<file path="src/rtl/russian_pkg.sv">
// Shared definitions for the russian/ latch datapath.
//
// Contents:
//   writer_state_t  - state encoding for latch write controllers
//   DEFAULT_*       - default word width and phase lengths, in clock cycles
//   phase_width()   - width of a phase counter that must hold every phase length
package russian_pkg;

    typedef enum logic [1:0] {
        IDLE   = 2'd0,
        SETUP  = 2'd1,
        STROBE = 2'd2,
        HOLD   = 2'd3
    } writer_state_t;

    localparam int DEFAULT_LENGTH        = 8;
    localparam int DEFAULT_SETUP_CYCLES  = 1;
    localparam int DEFAULT_STROBE_CYCLES = 2;
    localparam int DEFAULT_HOLD_CYCLES   = 1;

    // clog2(max(setup, strobe, hold) + 1), never narrower than one bit.
    function automatic int phase_width(input int setup, input int strobe, input int hold);
        int longest;
        int w;
        longest = setup;
        if (strobe > longest) longest = strobe;
        if (hold > longest) longest = hold;
        w = 0;
        while ((1 << w) < (longest + 1)) begin
            w = w + 1;
        end
        if (w < 1) w = 1;
        return w;
    endfunction

endpackage

</file>
<file path="src/rtl/phase_counter.sv">
// Down-counter used to time the phases of a latch strobe sequence.
//
// Ports:
//   clk        - system clock, rising edge
//   reset_n    - asynchronous active-low reset, clears the count
//   load       - load load_value this cycle (takes priority over decrement)
//   load_value - value loaded at phase entry (phase length minus one)
//   decrement  - count down by one; the count holds at zero and never wraps
//   zero       - count is zero, i.e. the current phase ends this cycle
module phase_counter #(
    parameter int width = 2
) (
    input  logic             clk,
    input  logic             reset_n,
    input  logic             load,
    input  logic [width-1:0] load_value,
    input  logic             decrement,
    output logic             zero
);

    logic [width-1:0] count;

    // Reload on phase entry, otherwise count down and stick at zero.
    always_ff @(posedge clk or negedge reset_n) begin
        if (!reset_n) begin
            count <= '0;
        end else if (load) begin
            count <= load_value;
        end else if (decrement && (count != '0)) begin
            count <= count - width'(1);
        end
    end

    assign zero = (count == '0);

endmodule

</file>
<file path="src/rtl/latch_writer.sv">
// Write-side controller for one n-bit transparent latch.
//
// A word accepted from a ready/valid source is driven onto the latch data bus,
// held for setup_cycles, strobed with latch_enable for strobe_cycles, then held
// for hold_cycles. The latch output enable is only granted while the writer is
// idle and not accepting a word, so the latch never drives while being written.
//
// Ports:
//   clk           - system clock, rising edge
//   reset_n       - asynchronous active-low reset
//   in_data       - word to be written
//   in_valid      - upstream word valid
//   in_ready      - writer accepts a word this cycle
//   read_req      - request to enable the latch outputs
//   data          - latch data input
//   latch_enable  - latch enable, high = transparent
//   outputenablen - latch output enable, active low
//   busy          - write transaction in progress
//   done          - one-cycle pulse in the cycle the writer returns to idle
//
// Every output is a flop; next values are computed from the next state so the
// outputs line up with the state they describe.
module latch_writer
    import russian_pkg::*;
#(
    parameter int length        = DEFAULT_LENGTH,
    parameter int setup_cycles  = DEFAULT_SETUP_CYCLES,
    parameter int strobe_cycles = DEFAULT_STROBE_CYCLES,
    parameter int hold_cycles   = DEFAULT_HOLD_CYCLES
) (
    input  logic              clk,
    input  logic              reset_n,
    input  logic [length-1:0] in_data,
    input  logic              in_valid,
    output logic              in_ready,
    input  logic              read_req,
    output logic [length-1:0] data,
    output logic              latch_enable,
    output logic              outputenablen,
    output logic              busy,
    output logic              done
);

    localparam int CW = phase_width(setup_cycles, strobe_cycles, hold_cycles);

    // The counter is loaded with length-1 so that a phase ends when it reads zero.
    localparam logic [CW-1:0] SETUP_LOAD  = CW'((setup_cycles  > 0) ? setup_cycles  - 1 : 0);
    localparam logic [CW-1:0] STROBE_LOAD = CW'((strobe_cycles > 0) ? strobe_cycles - 1 : 0);
    localparam logic [CW-1:0] HOLD_LOAD   = CW'((hold_cycles   > 0) ? hold_cycles   - 1 : 0);

    // Reject parameter sets that cannot produce a valid strobe.
    if (strobe_cycles < 1) begin : g_bad_strobe
        $error("latch_writer: strobe_cycles must be at least 1");
    end
    if ((setup_cycles < 0) || (hold_cycles < 0)) begin : g_bad_phase
        $error("latch_writer: setup_cycles and hold_cycles must not be negative");
    end

    writer_state_t state;
    writer_state_t state_next;
    logic          accept;
    logic          load;
    logic [CW-1:0] load_value;
    logic          decrement;
    logic          phase_zero;

    phase_counter #(
        .width(CW)
    ) u_phase_counter (
        .clk       (clk),
        .reset_n   (reset_n),
        .load      (load),
        .load_value(load_value),
        .decrement (decrement),
        .zero      (phase_zero)
    );

    // A word is taken only in IDLE with in_ready already up; in_ready is held
    // low for the first cycle after reset so nothing is accepted then.
    assign accept = (state == IDLE) && in_valid && in_ready;

    // Next-state logic. Each phase entry reloads the counter; zero-length
    // setup and hold phases are skipped entirely.
    always_comb begin
        state_next = state;
        load       = 1'b0;
        load_value = '0;
        unique case (state)
            IDLE: begin
                if (accept) begin
                    load = 1'b1;
                    if (setup_cycles > 0) begin
                        state_next = SETUP;
                        load_value = SETUP_LOAD;
                    end else begin
                        state_next = STROBE;
                        load_value = STROBE_LOAD;
                    end
                end
            end
            SETUP: begin
                if (phase_zero) begin
                    state_next = STROBE;
                    load       = 1'b1;
                    load_value = STROBE_LOAD;
                end
            end
            STROBE: begin
                if (phase_zero) begin
                    if (hold_cycles > 0) begin
                        state_next = HOLD;
                        load       = 1'b1;
                        load_value = HOLD_LOAD;
                    end else begin
                        state_next = IDLE;
                    end
                end
            end
            HOLD: begin
                if (phase_zero) begin
                    state_next = IDLE;
                end
            end
            default: begin
                state_next = IDLE;
            end
        endcase
    end

    assign decrement = (state != IDLE) && !load && !phase_zero;

    // State and registered outputs. Reset drops latch_enable immediately and
    // abandons any word in flight without a done pulse.
    always_ff @(posedge clk or negedge reset_n) begin
        if (!reset_n) begin
            state         <= IDLE;
            data          <= '0;
            latch_enable  <= 1'b0;
            outputenablen <= 1'b1;
            in_ready      <= 1'b0;
            busy          <= 1'b0;
            done          <= 1'b0;
        end else begin
            state        <= state_next;
            if (accept) begin
                data <= in_data;
            end
            latch_enable <= (state_next == STROBE);
            in_ready     <= (state_next == IDLE);
            busy         <= (state_next != IDLE);
            done         <= (state != IDLE) && (state_next == IDLE);
            // A write always wins over a read request in the same cycle.
            if ((state == IDLE) && !accept) begin
                outputenablen <= ~read_req;
            end else begin
                outputenablen <= 1'b1;
            end
        end
    end

endmodule

</file>
<file path="config.mk">
export PLATFORM = sky130hd
export DESIGN_NAME = latch_writer
export DESIGN_NICKNAME = d
export VERILOG_FILES = /design/src/rtl/russian_pkg.sv /design/src/rtl/phase_counter.sv /design/src/rtl/latch_writer.sv
export SDC_FILE = /design/constraint.sdc
export NUM_CORES = 1
export LEC_CHECK = 0
export BUFFER_PORTS_ARGS = -buffer_cell sky130_fd_sc_hd__buf_4
export CAP_MARGIN = 0
export CORE_MARGIN = 2
export CORE_UTILIZATION = 43
export DETAILED_ROUTE_END_ITERATION = 10
export GPL_ROUTABILITY_DRIVEN = 0
export HOLD_SLACK_MARGIN = 0.1
export PLACE_DENSITY = 0.72
export SYNTH_ARGS = -nofsm -noshare
export SYNTH_HDL_FRONTEND = slang
export SYNTH_SLANG_ARGS = --single-unit
</file>
<file path="constraint.sdc">
create_clock -name clk -period 1.61 [get_ports clk]
set_input_delay 0.161 -clock clk [delete_from_list [all_inputs] [get_ports clk]]
set_output_delay 0.161 -clock clk [all_outputs]
set_load 0.005 [all_outputs]
</file>
==> impl_metrics.ini, run 1 <==
[setup_path]
slowest_stage = dfrtp_1
path_cells = inv_1, ha_2, nand3_2, buf_4, mux2_1
cp-start-kind = flop
crit_fanout = 5
crit_family = flip-flops
critical_path_buf_inv_count = 2
slowest_delay_ns = 0.40
critPathRequiredTime_ns = 1.80
cp.arrival_ns = 1.74
path_class = reg2reg
critPathCaptureType = flop

[cells_and_area]
area_growth_pct = 48.7
diodes = 0
nets = 124
drive_above_1_share_pct = 49.5
design_area_sq_um = 1180
final_util_pct = 68.6

[floorplan]
ioPinCount = 25
die_w_microns = 47.0
dieArea_sq_um = 2210
die_y_microns = 47.0
num_rows = 15
core-area_sq_um = 1730
initial_core_util_pct = 46.1

[synth]
ys_warn_count = 0
synth_edf_count = 0
ys_ff_latch = 17
syn_area_sq_um = 796
syn_nets = 83
synth_top_area_share_pct = 50.3
synthArstFlopShare_pct = 100
synth_most_common_cell = dfrtp_1
synth.area.top_cells = dfrtp_1 (50%), mux2_2 (9.9%), ha_1 (9.4%)
synth.avg_cell_area_sq_um = 12.2
synth_cell_types = 24
synth-main-ff-cell = dfrtp_1
netlist_instances = 65
ys_seq_area_share_pct = 53.6
synth_common_cells = dfrtp_1 (16), mux2_2 (7), ha_1 (6)
synth.largest_area_cell = dfrtp_1

[global_route]
grt_pass1_vias = 610
gr-max-usage-layer = met2
antenna_found_initial = 0
grt_use_total_pct = 17.3
grt_pass1_wl_microns = 2560
use_met1_pct = 18.9
grt_max_degree = 18
use_met2_pct = 28.8
overflow = 0
grt_use_met3_pct = 5.00

[power]
finalPower_w = 0.00217
internal-power_w = 0.00140
switching_share_pct = 35.8
p_comb_share_pct = 55.3
powerDensity_nw_per_um2 = 1840
p_leak_nw = 0.564
irDropWorstVdd_v = 0.000948
switchingPower_w = 0.000778
clockPowerShare_pct = 10.8
p_seq_share_pct = 33.9

[sta]
fmax_mhz = 646
relSlewSlack_pct = 78.7
slew_viol_final = 0
max_slew.worst_pin.slew_ns = 0.319
post-route-period-util_pct = 96.1
layout_min_cycle_time_ns = 1.55
hold_viol_final = 0
setup_viol = 0
fin_skew_ns = 0.000632
hold_slack_ns = 0.248

[cts]
worstSkewPairLatency_ns = 0.30
clock-sinks = 17
numCtsBuffers = 3
postCtsSetupBuffers = 0
root_buffer = clkbuf_4
cts_max_level = 1
cts_tree = built
clkSlewWorstSetupHoldPaths_ns = 0.10
clock_path_buffers = 2

[routing]
vias = 650
wl_microns = 1720
drt-initial-drc-count = 8
dr.pass1.iters = 4
drt-vias-per-instance = 5.00
drtAntennaViolNets = 0
drc_errors = 0
wl_per_cell_microns = 13.2

[place]
port_buffers = 24
dpl.hpwl_microns = 1150
place_area_sq_um = 1030

[min_path]
min_path_type = in2async

[job]
cap_violations = 0

[status]
status = completed
==> per-stage QoR <==
| stage | setup slack [ns] | instances | TNS [ns] |
|---|---|---|---|
| after floorplan | 0.0974 | 65 | 0 |
| after global placement | 0.0457 | 116 | 0 |
| after detailed placement | 0.0388 | 116 | 0 |
| after CTS | -0.00636 | 129 | -0.00636 |
| after global routing | -0.000156 | 130 | -0.000156 |
| final | 0.0622 | 130 | 0 |
==> power by group through the flow <==
stage               registers [W]  clock network, W  logic (W)
global route             0.000755          0.000260    0.00133
global placement         0.000733                 0    0.00110
floorplan                0.000760                 0   0.000649
detailed placement       0.000739                 0    0.00112
CTS                      0.000733          0.000244    0.00115
finish                   0.000736          0.000235    0.00120
==> layer usage <==
| layer | vias to the layer above | part of all wire (%) |
|---|---|---|
| li1 | 310 | - |
| met1 | 310 | 41 |
| met2 | 24 | 52 |
| met3 | 6 | 5.2 |
| met4 | 0 | 2.2 |
| met5 | - | 0 |
==> flip-flops by register name, indices dropped and copies added, names as in the netlist <==
register / flops
busy: 1
data: 8
done: 1
in_ready: 1
latch_enable: 1
outputenablen: 1
state: 2
u_phase_counter.count: 2
==> cells in the final DEF (no fill, tap or decap) <==
cell type and n:
ha_1 1, a21oi_1 2, mux2_2 7, clkbuf_4 3, a21oi_2 1, nand3_2 1
a31o_2 1, dlygate4sd3_1 10, a211o_1 1, and3b_1 1, o21bai_1 1, a21o_1 1
nor2b_2 1, ha_2 5, a31o_1 1, dfstp_2 1, nand2_1 2, buf_4 28
o32ai_2 1, o22ai_1 1, a211oi_2 1, inv_1 4, nor2_1 5, dfrtp_1 16
inv_2 1, mux2_1 1, nand3_1 2, a211oi_1 2, clkinv_2 1, a22o_1 1
xnor2_1 1
==> layout make-up <==
class | count | area, sq um
fillers | 138 | 543
flip-flops and latches | 17 | 427
multi-input cells | 41 | 369
repair buffers | 38 | 310
well taps | 25 | 31.3
clock buffers | 3 | 22.5
inverters | 5 | 18.8
clock inverters | 1 | 5.00
==> cell families (layout without fill, tap and decap cells) <==
group	Yosys count	in the layout	synth area share (%)
adder cells (fa/ha/maj)	6	6	9.43
XOR/XNOR	1	1	1.10
AND/OR/NAND/NOR	12	12	7.39
flip-flops	17	17	53.6
multiplexers	8	8	11.3
AO/OA/AOI/OAI	14	14	13.5
buffers and inverters	7	47	3.62
==> path summary, 6_finish.rpt <==
kind | from | to | slack [ns] | depth (start not counted)
min reg2reg | data[5] | data[5] | 0.50 | 1
max in group asynchronous | reset_n | outputenablen | 1.11 | 2
max reg2reg | state[0] | data[5] | 0.06 | 5
min | reset_n | u_phase_counter.count[1] | 0.25 | 2
min in group clk | in_valid | outputenablen | 0.31 | 4
max | state[0] | data[5] | 0.06 | 5
==> worst reg2reg max path, cell delays in order, from the launching register on <==
cell and delay [ns]:
dfrtp_1 0.40, inv_1 0.17, ha_2 0.26, nand3_2 0.13
buf_4 0.19, mux2_1 0.30
==> timing repair <==
item                                    4_1_cts  5_1_grt
hold buffers                                  9        1
endpoints found under the hold margin        25        1
resized for setup                             0        9
pin swaps                                     0        2
endpoints found under the setup margin        1       13
Note: power is estimated with default switching activity, not from simulation.
==> run 2: changes to the inputs <==
GPL_TIMING_DRIVEN = 0   (was unset)
==> run 2 against run 1 <==
Fmax shrank 3.1%. First-iteration DRC count grew 110%. Cell count shrank 0.77%. Worst setup slack lost 0.050 ns. Critical path type unchanged. Largest cell class unchanged.
==> impl_metrics.ini, run 2 (synthesis gave the netlist of run 1 again) <==
[status]
status = completed

[place]
port_buffers = 24
dp.cells = 114
dpl.hpwl_microns = 1060

[sta]
slew_viol_final = 0
max_slew.worst_pin.slew_ns = 0.334
setup_viol = 0
rsz0062_at_grt = true
hold_viol_final = 0
post-route-period-util_pct = 99.3
layout_min_cycle_time_ns = 1.60
fmax_mhz = 626
hold_slack_ns = 0.260
fin_skew_ns = 0.00135
relSlewSlack_pct = 77.7

[cells_and_area]
final_util_pct = 68.4
nFillCells = 137
drive_above_1_share_pct = 50.0
fin_cells = 129
regMostFlops = data
reg_top3 = data x8, state x2, u_phase_counter.count x2
final_cell_mix = buf_4 (26), dfrtp_1 (14), dlygate4sd3_1 (10)
area_growth_pct = 48.4
nets = 123
diodes = 0
final_common_cell = buf_4
largest_reg_flops = 8

[power]
switchingPower_w = 0.000785
p_leak_nw = 0.560
finalPower_w = 0.00217
p_comb_share_pct = 54.2
powerDensity_nw_per_um2 = 1840
clockPowerShare_pct = 10.7
internal-power_w = 0.00139
p_seq_share_pct = 35.1
switching_share_pct = 36.1
irDropWorstVdd_v = 0.00104

[floorplan]
initial_core_util_pct = 46.1
ioPinCount = 25
die_w_microns = 47.0
dieArea_sq_um = 2210
num_rows = 15
die_y_microns = 47.0
core-area_sq_um = 1730

[setup_path]
rr_endpoint = data[5]
crit_fanout = 10
cp-start-kind = flop
cp-startpoint = state[1]
reg2reg_from = state[1]
critPathCaptureType = flop
cp.arrival_ns = 1.79
reg2regPathDepth = 5
path_class = reg2reg
critPathRequiredTime_ns = 1.80
r2r_slack_ns = 0.01
crit_end = data[5]

[cts]
clock_path_buffers = 2
worstSkewPairLatency_ns = 0.29
cts_max_level = 1
cts_tree = built
numCtsBuffers = 3
clock-sinks = 17
clkSlewWorstSetupHoldPaths_ns = 0.10
root_buffer = clkbuf_4

[global_route]
grt_pass1_vias = 644
antenna_found_initial = 0
overflow = 0
grt_use_total_pct = 18.5
grt_max_degree = 18
grt_pass1_wl_microns = 2740

[routing]
drtAntennaViolNets = 0
vias = 635
drt-vias-per-instance = 4.92
wl_per_cell_microns = 13.3
drt-initial-drc-count = 17
wl_microns = 1710
drc_errors = 0
dr.pass1.iters = 4

[min_path]
min_path_type = in2async

[job]
cap_violations = 0
[run 2: cell count changes in the layout (fill, tap and decap cells not counted), moves of 2 or more]
cell	before	now
dfrtp_1	16	14
ha_1	1	3
buf_4	28	26
dfrtp_2	0	2
ha_2	5	2
[run 2: worst min-delay path by stage]
| stage | cells after the start | startpoint | end |
|---|---|---|---|
| floorplan | 0 | reset_n | busy |
| global placement | 1 | reset_n | u_phase_counter.count[1] |
| detailed placement | 1 | reset_n | u_phase_counter.count[1] |
| CTS | 2 | reset_n | data[5] |
| global route | 2 | reset_n | data[5] |
| finish | 2 | reset_n | u_phase_counter.count[1] |
[run 2: worst max-delay path: stages (launching register included)]
cell and delay (ns):
dfrtp_2 0.47, inv_2 0.13, ha_2 0.24, nand3_2 0.13
buf_4 0.21, mux2_1 0.31
[run 2: cell type report]
cell class,instances,area [sq um],area share (%)
clock inverter,1,5.00,0.424
timing repair buffer,35,288,24.4
buffer,2,12.5,1.06
sequential,17,429,36.3
inverter,5,18.8,1.59
multi-input combinational,41,374,31.7
tap,25,31.3,2.65
clock buffer,3,22.5,1.91
[run 2: through the flow]
stage / setup slack (ns) / setup TNS [ns] / instance area [sq um]
3_5_place_dp: -0.129 / -1.07 / 1010
5_1_grt: -0.0429 / -0.0992 / 1180
6_report: 0.0120 / 0 / 1180
2_1_floorplan: 0.0974 / 0 / 796
4_1_cts: 0.00399 / 0 / 1140
3_3_place_gp: -0.129 / -1.09 / 1010
[run 2: routing by layer]
layer	track usage (%)	vias to the layer above	routed length (microns)
li1	-	310	-
met1	21.4	299	708
met2	29.6	20	888
met3	5.00	6	74
met4	12.8	0	40
met5	0	-	0
[run 2: repair_timing]
item,4_1_cts,5_1_grt
gates resized for setup,5,7
pin swaps,1,2
endpoints found under the hold margin,26,0
setup buffers,0,1
endpoints found under the setup margin,12,12
hold buffers,10,0
[run 2: power groups by stage]
stage | clock network (W) | registers (W) | logic [W]
2_1_floorplan | 0 | 0.000760 | 0.000649
3_3_place_gp | 0 | 0.000746 | 0.00103
3_5_place_dp | 0 | 0.000753 | 0.00105
4_1_cts | 0.000238 | 0.000749 | 0.00110
5_1_grt | 0.000253 | 0.000782 | 0.00132
6_report | 0.000232 | 0.000762 | 0.00118
==> run 3: changes to the inputs <==
CORE_UTILIZATION = 45   (was 43)
PLACE_DENSITY = 0.73   (was 0.72)
SYNTH_HIERARCHICAL = 1   (was unset)
==> run 3 against run 2 <==
The flow now finishes with violations (setup timing). Sequential cell count did not move. Global-route usage fell by 0.30 points. Cell count rose by 7.0%. Sequential power barely moved. Largest power group unchanged. Highest routed layer is now met3.
==> impl_metrics.ini, run 3 <==
[sta]
post-route-period-util_pct = 100
setup-tns-final_ns = -0.00696
rsz0062_at_grt = true
fmax_mhz = 618
slew_viol_final = 0
layout_min_cycle_time_ns = 1.62
fin_skew_ns = 0.00340
hold_viol_final = 0
hold_slack_ns = 0.109
setup_viol = 1
fin_ws_ns = -0.00696

[cts]
cts_tree = built
numCtsBuffers = 3
cts_max_level = 1
root_buffer = clkbuf_4
clock-sinks = 17
clkSlewWorstSetupHoldPaths_ns = 0.09
clock_path_buffers = 2
worstSkewPairLatency_ns = 0.28

[routing]
drc_errors = 0
wl_microns = 2040
drt-initial-drc-count = 13
vias = 685
wl_per_cell_microns = 14.8
dr.pass1.iters = 4
drtAntennaViolNets = 0
drt-vias-per-instance = 4.96

[synth]
synth_edf_count = 0
synth_top_family_by_area = compound AO/OA/AOI/OAI gates
synth.largest_area_cell = dfrtp_1
synth_mux_area_share_pct = 10.3
synth.area.top_cells = dfrtp_1 (46%), ha_1 (8.6%), mux2_1 (7.8%)
ys_ff_latch = 17
synth_common_cells = dfrtp_1 (16), ha_1 (6), mux2_1 (6)
netlist_instances = 72
syn_area_sq_um = 871
synthAdderAreaFrac_pct = 8.62
ys_warn_count = 6
syn_nets = 90
synth_most_common_cell = dfrtp_1
synth.avg_cell_area_sq_um = 12.1
synth_cell_types = 32
synth_compound_area_share_pct = 14.5
synthArstFlopShare_pct = 100
synth_top_area_share_pct = 46.0
synth-main-ff-cell = dfrtp_1
yosys.area_share.simple_pct = 14.1
ys_seq_area_share_pct = 49.0
synth-xor-area-share_pct = 0

[min_path]
min_path_type = in2reg

[status]
violations = setup timing
status = finished, violations left

[global_route]
grt_pass1_vias = 665
grt_use_total_pct = 18.2
grt_pass1_wl_microns = 2820
antenna_found_initial = 0
overflow = 0
grt_max_degree = 18

[power]
clockPowerShare_pct = 8.0
p_seq_share_pct = 28.5
irDropWorstVdd_v = 0.00114
internal-power_w = 0.00166
switching_share_pct = 38.0
p_comb_share_pct = 63.5
powerDensity_nw_per_um2 = 2040
p_leak_nw = 0.604
switchingPower_w = 0.00101

[setup_path]
critPathRequiredTime_ns = 1.81
critPathCaptureType = flop
cp-start-kind = flop
slowest_stage = or4b_4
path_class = reg2reg
cp.arrival_ns = 1.82
crit_fanout = 6
slowest_delay_ns = 0.54
path_cells = inv_2, ha_4, nand3_1, a21oi_4, or4b_4, o211ai_2

[cells_and_area]
final_common_cell = buf_4
largest_reg_flops = 8
regMostFlops = data
final_cell_mix = buf_4 (30), dfrtp_1 (16), dlygate4sd3_1 (8)
reg_top3 = data x8, state x2, u_phase_counter/count x2
nets = 132
final_util_pct = 74.3
nFillCells = 127
drive_above_1_share_pct = 47.8
diodes = 0
area_growth_pct = 50.4
design_area_sq_um = 1310

[place]
dpl.hpwl_microns = 1250
dpl_worst_slack_ns = -0.163
place_area_sq_um = 1080
port_buffers = 24

[floorplan]
die_w_microns = 48.0
ioPinCount = 25
die_y_microns = 48.0
initial_core_util_pct = 49.4
core-area_sq_um = 1760
num_rows = 15
dieArea_sq_um = 2300

[job]
cap_violations = 0
[run 3: logic make-up (layout without fill, tap and decap cells)]
logic type | count (synthesis) | after routing
mux | 8 | 8
buf+inv | 6 | 47
simple gates | 21 | 21
fa+ha+maj | 6 | 6
other cells | 1 | 1
flops | 17 | 17
compound gates | 13 | 13
[run 3: through the flow]
| step | cells | power, W |
|---|---|---|
| floorplan | 72 | 0.00158 |
| finish | 138 | 0.00267 |
| detailed placement | 121 | 0.00202 |
| global placement | 121 | 0.00198 |
| global route | 138 | 0.00290 |
| CTS | 135 | 0.00234 |
[run 3: power by group through the flow]
stage | Combinational (W) | Sequential [W] | Clock [W]
floorplan | 0.000811 | 0.000768 | 0
global placement | 0.00122 | 0.000760 | 0
detailed placement | 0.00125 | 0.000772 | 0
CTS | 0.00136 | 0.000754 | 0.000225
global route | 0.00187 | 0.000781 | 0.000247
finish | 0.00170 | 0.000761 | 0.000213
[run 3: per-layer routing]
layer / up-vias / share of wire, % / track usage, %
met5: - / 0 / 0
met2: 19 / 59 / 33.1
met1: 328 / 37 / 21.0
met4: 0 / 0 / 1.62
met3: 0 / 4.0 / 6.79
li1: 338 / - / -
[run 3: final cells by class]
| cell class | count | area [sq um] | area share, % |
|---|---|---|---|
| multi-input cells | 49 | 502 | 38.3 |
| flip-flops and latches | 17 | 427 | 32.6 |
| repair buffers | 37 | 298 | 22.7 |
| well taps | 25 | 31.3 | 2.39 |
| clock buffers | 4 | 26.3 | 2.01 |
| inverters | 5 | 18.8 | 1.43 |
| plain buffers | 1 | 7.51 | 0.573 |
[run 3: timing repair]
item	CTS	global route
gates resized for setup	5	13
endpoints found under the setup margin	12	7
hold buffers	7	1
pin swaps	0	3
hold endpoints to repair	23	1
setup buffers	3	2
[run 3: worst max-delay path, delay by kind of cell, from the launching register on]
| kind | cells | cell delay, ns |
|---|---|---|
| AND/OR/NAND/NOR | 2 | 0.72 |
| flip-flops | 1 | 0.38 |
| adder cells (fa/ha/maj) | 1 | 0.18 |
| AO/OA/AOI/OAI | 2 | 0.18 |
| buffers and inverters | 1 | 0.07 |
[run 3: worst paths after layout]
path,from,to,slack [ns],depth (start not counted)
worst max-delay path,state[0],u_phase_counter/count[0],-0.007,6
worst min-delay path,in_data[6],data[6],0.11,2
worst max register to register,state[0],u_phase_counter/count[0],-0.007,6
worst min register to register,data[1],data[1],0.50,1
max in group asynchronous,reset_n,outputenablen,1.09,2
min in group asynchronous,reset_n,latch_enable,0.27,2
